===== src/rtl/cp0_regfile.sv =====
// cp0_regfile: MIPS coprocessor-0 register file with Count/Compare timer,
// interrupt sources and prioritised exception recording.
// Ports:
//   clock, resetn      - rising-edge clock, asynchronous active-low reset
//   valid, ex, eret    - commit strobes (ex/eret only act when valid)
//   epc_in, is_bd      - faulting PC and delay-slot flag for EPC/BD
//   badvaddr_in        - faulting address for address-error causes
//   hw_int             - level-sensitive external interrupt lines
//   cp0_reg, cp0_sel   - MFC0/MTC0 register address
//   we, value          - MTC0 write strobe and data
//   value_out          - MFC0 read data (combinational)
//   epc_out            - current EPC for the ERET redirect
//   int_req            - enabled pending interrupt, from registered state only
module cp0_regfile #(
  parameter int HW_INT_W  = 6,
  parameter int COUNT_DIV = 2
) (
  input  logic                clock,
  input  logic                resetn,
  input  logic                valid,
  input  logic [7:0]          ex,
  input  logic [31:0]         epc_in,
  input  logic                is_bd,
  input  logic [31:0]         badvaddr_in,
  input  logic                eret,
  input  logic [HW_INT_W-1:0] hw_int,
  input  logic [4:0]          cp0_reg,
  input  logic [2:0]          cp0_sel,
  input  logic                we,
  input  logic [31:0]         value,
  output logic [31:0]         value_out,
  output logic [31:0]         epc_out,
  output logic                int_req
);
  logic [31:0] badvaddr, count, compare, epc, div;
  logic [7:0]  im, ip;
  logic [5:0]  ip_hw;
  logic [1:0]  ip_sw;
  logic [4:0]  exc_code, code;
  logic        exl, ie, bd, ti;
  logic        ex_go, eret_go, is_bad, tick, ti_set;
  logic        wr_count, wr_compare, wr_status, wr_cause, wr_epc;
  assign ex_go      = valid & |ex;
  assign eret_go    = valid & eret & ~ex_go;
  assign wr_count   = we & (cp0_sel == 3'd0) & (cp0_reg == 5'd9);
  assign wr_compare = we & (cp0_sel == 3'd0) & (cp0_reg == 5'd11);
  assign wr_status  = we & (cp0_sel == 3'd0) & (cp0_reg == 5'd12);
  assign wr_cause   = we & (cp0_sel == 3'd0) & (cp0_reg == 5'd13);
  assign wr_epc     = we & (cp0_sel == 3'd0) & (cp0_reg == 5'd14);
  // Lowest set index wins.
  assign code = ex[0] ? 5'h00 : ex[1] ? 5'h04 : ex[2] ? 5'h0a : ex[3] ? 5'h0c :
                ex[4] ? 5'h08 : ex[5] ? 5'h09 : ex[6] ? 5'h04 : 5'h05;
  // Winner is an address error (ex[1], ex[6] or ex[7]).
  assign is_bad = ~ex[0] & (ex[1] | (~|ex[5:2] & (ex[6] | ex[7])));
  assign tick   = (div == 32'(COUNT_DIV - 1)) & ~wr_count;
  assign ti_set = tick & (count + 32'd1 == compare);
  // Timer interrupt shares IP[7] with the top hardware line.
  assign ip      = {ip_hw[5] | ti, ip_hw[4:0], ip_sw};
  assign int_req = ie & ~exl & |(ip & im);
  assign epc_out = epc;
  always_comb begin
    value_out = 32'd0;
    if (cp0_sel == 3'd0)
      case (cp0_reg)
        5'd8:    value_out = badvaddr;
        5'd9:    value_out = count;
        5'd11:   value_out = compare;
        5'd12:   value_out = {16'd0, im, 6'd0, exl, ie};
        5'd13:   value_out = {bd, ti, 14'd0, ip, 1'b0, exc_code, 2'b00};
        5'd14:   value_out = epc;
        default: value_out = 32'd0;
      endcase
  end
  always_ff @(posedge clock or negedge resetn) begin
    if (!resetn) begin
      badvaddr <= '0;
      count    <= '0;
      compare  <= '0;
      epc      <= '0;
      div      <= '0;
      im       <= '0;
      ip_hw    <= '0;
      ip_sw    <= '0;
      exc_code <= '0;
      exl      <= 1'b0;
      ie       <= 1'b0;
      bd       <= 1'b0;
      ti       <= 1'b0;
    end else begin
      div      <= (wr_count | tick) ? 32'd0 : div + 32'd1;
      count    <= wr_count ? value : tick ? count + 32'd1 : count;
      compare  <= wr_compare ? value : compare;
      ti       <= wr_compare ? 1'b0 : ti_set ? 1'b1 : ti;
      ip_hw    <= 6'(hw_int);
      ip_sw    <= wr_cause ? value[9:8] : ip_sw;
      im       <= wr_status ? value[15:8] : im;
      ie       <= wr_status ? value[0] : ie;
      exl      <= ex_go ? 1'b1 : eret_go ? 1'b0 : wr_status ? value[1] : exl;
      exc_code <= ex_go ? code : exc_code;
      badvaddr <= (ex_go & is_bad) ? badvaddr_in : badvaddr;
      // A nested exception keeps the original EPC/BD and also blocks MTC0 to EPC.
      epc      <= (ex_go & ~exl) ? epc_in : (wr_epc & ~ex_go) ? value : epc;
      bd       <= (ex_go & ~exl) ? is_bd : bd;
    end
  end
endmodule


===== config.mk =====
export PLATFORM = sky130hd
export DESIGN_NAME = cp0_regfile
export DESIGN_NICKNAME = d
export VERILOG_FILES = /design/src/rtl/cp0_regfile.sv
export SDC_FILE = /design/constraint.sdc
export NUM_CORES = 1
export LEC_CHECK = 0
export BUFFER_PORTS_ARGS = -buffer_cell sky130_fd_sc_hd__buf_2
export CAP_MARGIN = 10
export CORE_UTILIZATION = 25
export CTS_CLUSTER_SIZE = 16
export DETAILED_ROUTE_END_ITERATION = 10
export PLACE_DENSITY = 0.45
export SLEW_MARGIN = 20
export SYNTH_ARGS = -nofsm -noshare
export SYNTH_HDL_FRONTEND = slang
export SYNTH_SLANG_ARGS = --single-unit

===== constraint.sdc =====
create_clock -name clock -period 4.83 [get_ports clock]
set_input_delay 0.2415 -clock clock [delete_from_list [all_inputs] [get_ports clock]]
set_output_delay 0.2415 -clock clock [all_outputs]
set_load 0.005 [all_outputs]

==> metrics <==
Crit. End Element register; hold slack 0.02810 ns; initial antenna violation count 0; Clock Path Buffers 2; outcome finished, final reports clean; yosys synthesis warning count 0; worst hold path class input pin to register; post-route ant nets 0; WL final 32.77 mm; r2r setup slk 1.98 ns; die height 202.5 µm; Yosys top cell area share 45.82%; boundary pin count 189; Setup Skew 0.01381 ns; r2r worst-path depth 7; pwr/cell area 327.4 mW/mm²; CP startpoint kind register; post-synthesis cell type with the largest combined area dfrtp_1; worst endpoint required time 5.20 ns; Post-synth top flop dfrtp_1; Post-synth EDFFs 0; maximum level of the CTS H-tree 4; post-synthesis cell type count 57; Mapped Cells 1027; Core Util, Final 31.47%; Worst setup startpoint count[0]$_DFFE_PN0N_; unrepaired setup endpoints after global routing false; CTS tree built; total gr overflow 0; critical path peak fanout 15; critical path class register to register; Area Overhead vs Synth 24.42%; Hold Fails Final Rpt 0; GRT Total Usage 16.27%; GP Congestion 0.8526; DP HPWL 23.37 mm; DIE AREA 0.04100 mm²; Layout Nets 1347; area post-placement 0.01153 mm²; post-CTS sizing 0; Site Rows 73; Num CTS Buffers 17; hold depth 2; Worst Tran Pin Value 1.129 ns; multi-input logic area 0.005179 mm²; CORE AREA 0.03973 mm²; via count 8537; port bufs 188; die width 202.5 µm; register area 0.004604 mm²; first-iteration detailed-routing DRC count 463; RR Startpoint count[0]$_DFFE_PN0N_; syn avg cell area 9.784 µm²; Worst-path clk slew 0.08 ns; DRC errors left 0; async set-reset flop share out of synthesis 100.0%; clock root cell clkbuf_16; n_diodes 0; minimum clock period 2.847 ns; fin. max-slew vios 0; Fill cells 4191; Synth Net Count 1154; share of layout cells above drive strength 1 26.76%; Post-Route Setup TNS 0 ns; fmax 351.2 MHz; Design Area, Final 0.01250 mm²; drt first pass iters 7; first-pass GRT wire length 51.36 mm; Initial Util 25.29%; r2r endpoint ti$_DFFE_PN0P_; register bit total from synthesis 184; Mapped Area 0.01005 mm²; end of the critical path ti$_DFFE_PN0P_; max_slew headroom 24.41%; Max-cap violations 0; vias in the first global route 8651; clock sinks 184; largest net degree at the start of global routing 100; top cells by area, synth dfrtp_1 (46%), mux2_2 (8.5%), xnor2_1 (5.4%); Leak 5.275 nW; peak supply drop 0.2458 mV; CP arrival 3.22 ns; WL per Instance 18.64 µm; crit share post-route 58.95%; routed vias/inst 4.856; Final setup viols 0; Clk Latency, worst-skew pair 0.45 ns; sequential area share after synthesis 45.82%
## logic make-up (layout without fill, tap and decap cells)
| kind of cell | count (synthesis) | count (layout) | synth area share [%] |
|---|---|---|---|
| simple gates | 353 | 353 | 17.16 |
| compound gates | 193 | 193 | 12.34 |
| flops | 184 | 184 | 45.82 |
| mux | 109 | 109 | 11.80 |
| xor+xnor | 107 | 107 | 9.326 |
| buf+inv | 77 | 283 | 3.076 |
| fa+ha+maj | 4 | 4 | 0.4732 |
## per-stage QoR
step / setup slack (ns) / total power [mW] / std cells
2_1_floorplan: 2.564 / 2.393 / 1027
3_3_place_gp: 1.937 / 2.734 / 1685
3_5_place_dp: 1.842 / 2.738 / 1685
4_1_cts: 1.987 / 4.155 / 1758
5_1_grt: 1.725 / 4.326 / 1758
6_report: 1.983 / 4.093 / 1758
## worst max-delay path, stage by stage (launching register included)
cell,delay [ns]
dfrtp_1,0.51
nand3_1,0.47
or4_4,0.69
nor3_1,0.26
xnor2_1,0.13
a2111oi_1,0.42
nand4_1,0.14
o21ai_1,0.15
## layout make-up
type,instances,share of cell area (%)
clock buffer,17,3.403
clock inverter,15,1.061
tap,525,5.254
timing repair buffer,242,11.76
multi-input combinational,766,41.42
inverter,9,0.2702
sequential,184,36.83
## timing repair
item,CTS,global route
setup buffers,0,0
endpoints found under the hold margin,138,0
hold buffers,41,0
## per-layer routing
metal	global-route usage, %	vias up	share of wire, %
met5	0	-	0
met4	4.270	0	1.0
met3	2.183	20	4.4
met2	25.06	249	45
met1	23.78	4182	50
li1	-	4086	-
## power breakdown
| group | switching [mW] | total (mW) | internal (mW) |
|---|---|---|---|
| clock network | 0.681 | 1.36 | 0.680 |
| registers | 0.222 | 1.94 | 1.72 |
| logic | 0.422 | 0.791 | 0.369 |
## synthesized netlist by cell type (all sizes together), types with 2 or more instances
library cell / instances
nand2b: 2
nand2: 125
mux2i: 33
ha: 3
nand4: 24
a222oi: 24
inv: 9
nor4: 20
buf: 15
a21boi: 2
or2: 5
a32o: 2
nor3b: 7
nor4b: 3
a31oi: 12
a22oi: 33
o31ai: 3
or3: 5
nor2: 69
and4: 3
dfrtp: 184
nor3: 17
o211ai: 2
and3: 14
xor2: 45
mux2: 76
clkbuf: 53
nor2b: 3
and2: 5
or4: 5
o21ai: 77
nand3: 43
a21oi: 30
xnor2: 62
## flip-flops by register name, indices dropped and copies added (netlist names)
| signal | cells |
|---|---|
| im | 8 |
| div | 32 |
| count | 32 |
| ti | 1 |
| bd | 1 |
| exc_code | 4 |
| ip_sw | 2 |
| compare | 32 |
| badvaddr | 32 |
| ip_hw | 6 |
| exl | 1 |
| ie | 1 |
| epc_out | 32 |
## cells in the final DEF (no fill, tap or decap), types with 3 or more instances in the layout
master         count
a21oi_1           30
a222oi_1          24
a22oi_1           33
a31oi_1           12
and2_1             5
and3_1            14
and4_1             3
buf_2            187
buf_4             12
clkbuf_16         17
clkinv_4           4
dfrtp_1          184
dlygate4sd3_1     41
ha_1               3
inv_1              9
inv_6              5
inv_8              3
mux2_2            76
mux2i_1           33
nand2_1          124
nand3_1           42
nand4_1           22
nor2_1            67
nor2b_1            3
nor3_1            16
nor3b_2            6
nor4_1            18
nor4b_1            3
o21ai_0           69
o21ai_1            8
o31ai_1            3
or2_2              4
or3_1              5
or4_1              4
xnor2_1           62
xor2_1            45
## how the worst min path moves through the flow
stage | to | slack [ns] | startpoint
finish | badvaddr[17]$_DFFE_PN0P_ | 0.03 | badvaddr_in[17]
global route | badvaddr[10]$_DFFE_PN0P_ | 0.006 | badvaddr_in[10]
CTS | badvaddr[17]$_DFFE_PN0P_ | 0.001 | badvaddr_in[17]
detailed placement | ip_hw[0]$_DFF_PN0_ | 0.35 | hw_int[0]
global placement | ip_hw[1]$_DFF_PN0_ | 0.36 | hw_int[1]
floorplan | badvaddr[0]$_DFFE_PN0P_ | -0.05 | resetn
(Power assumes the default switching activity.)
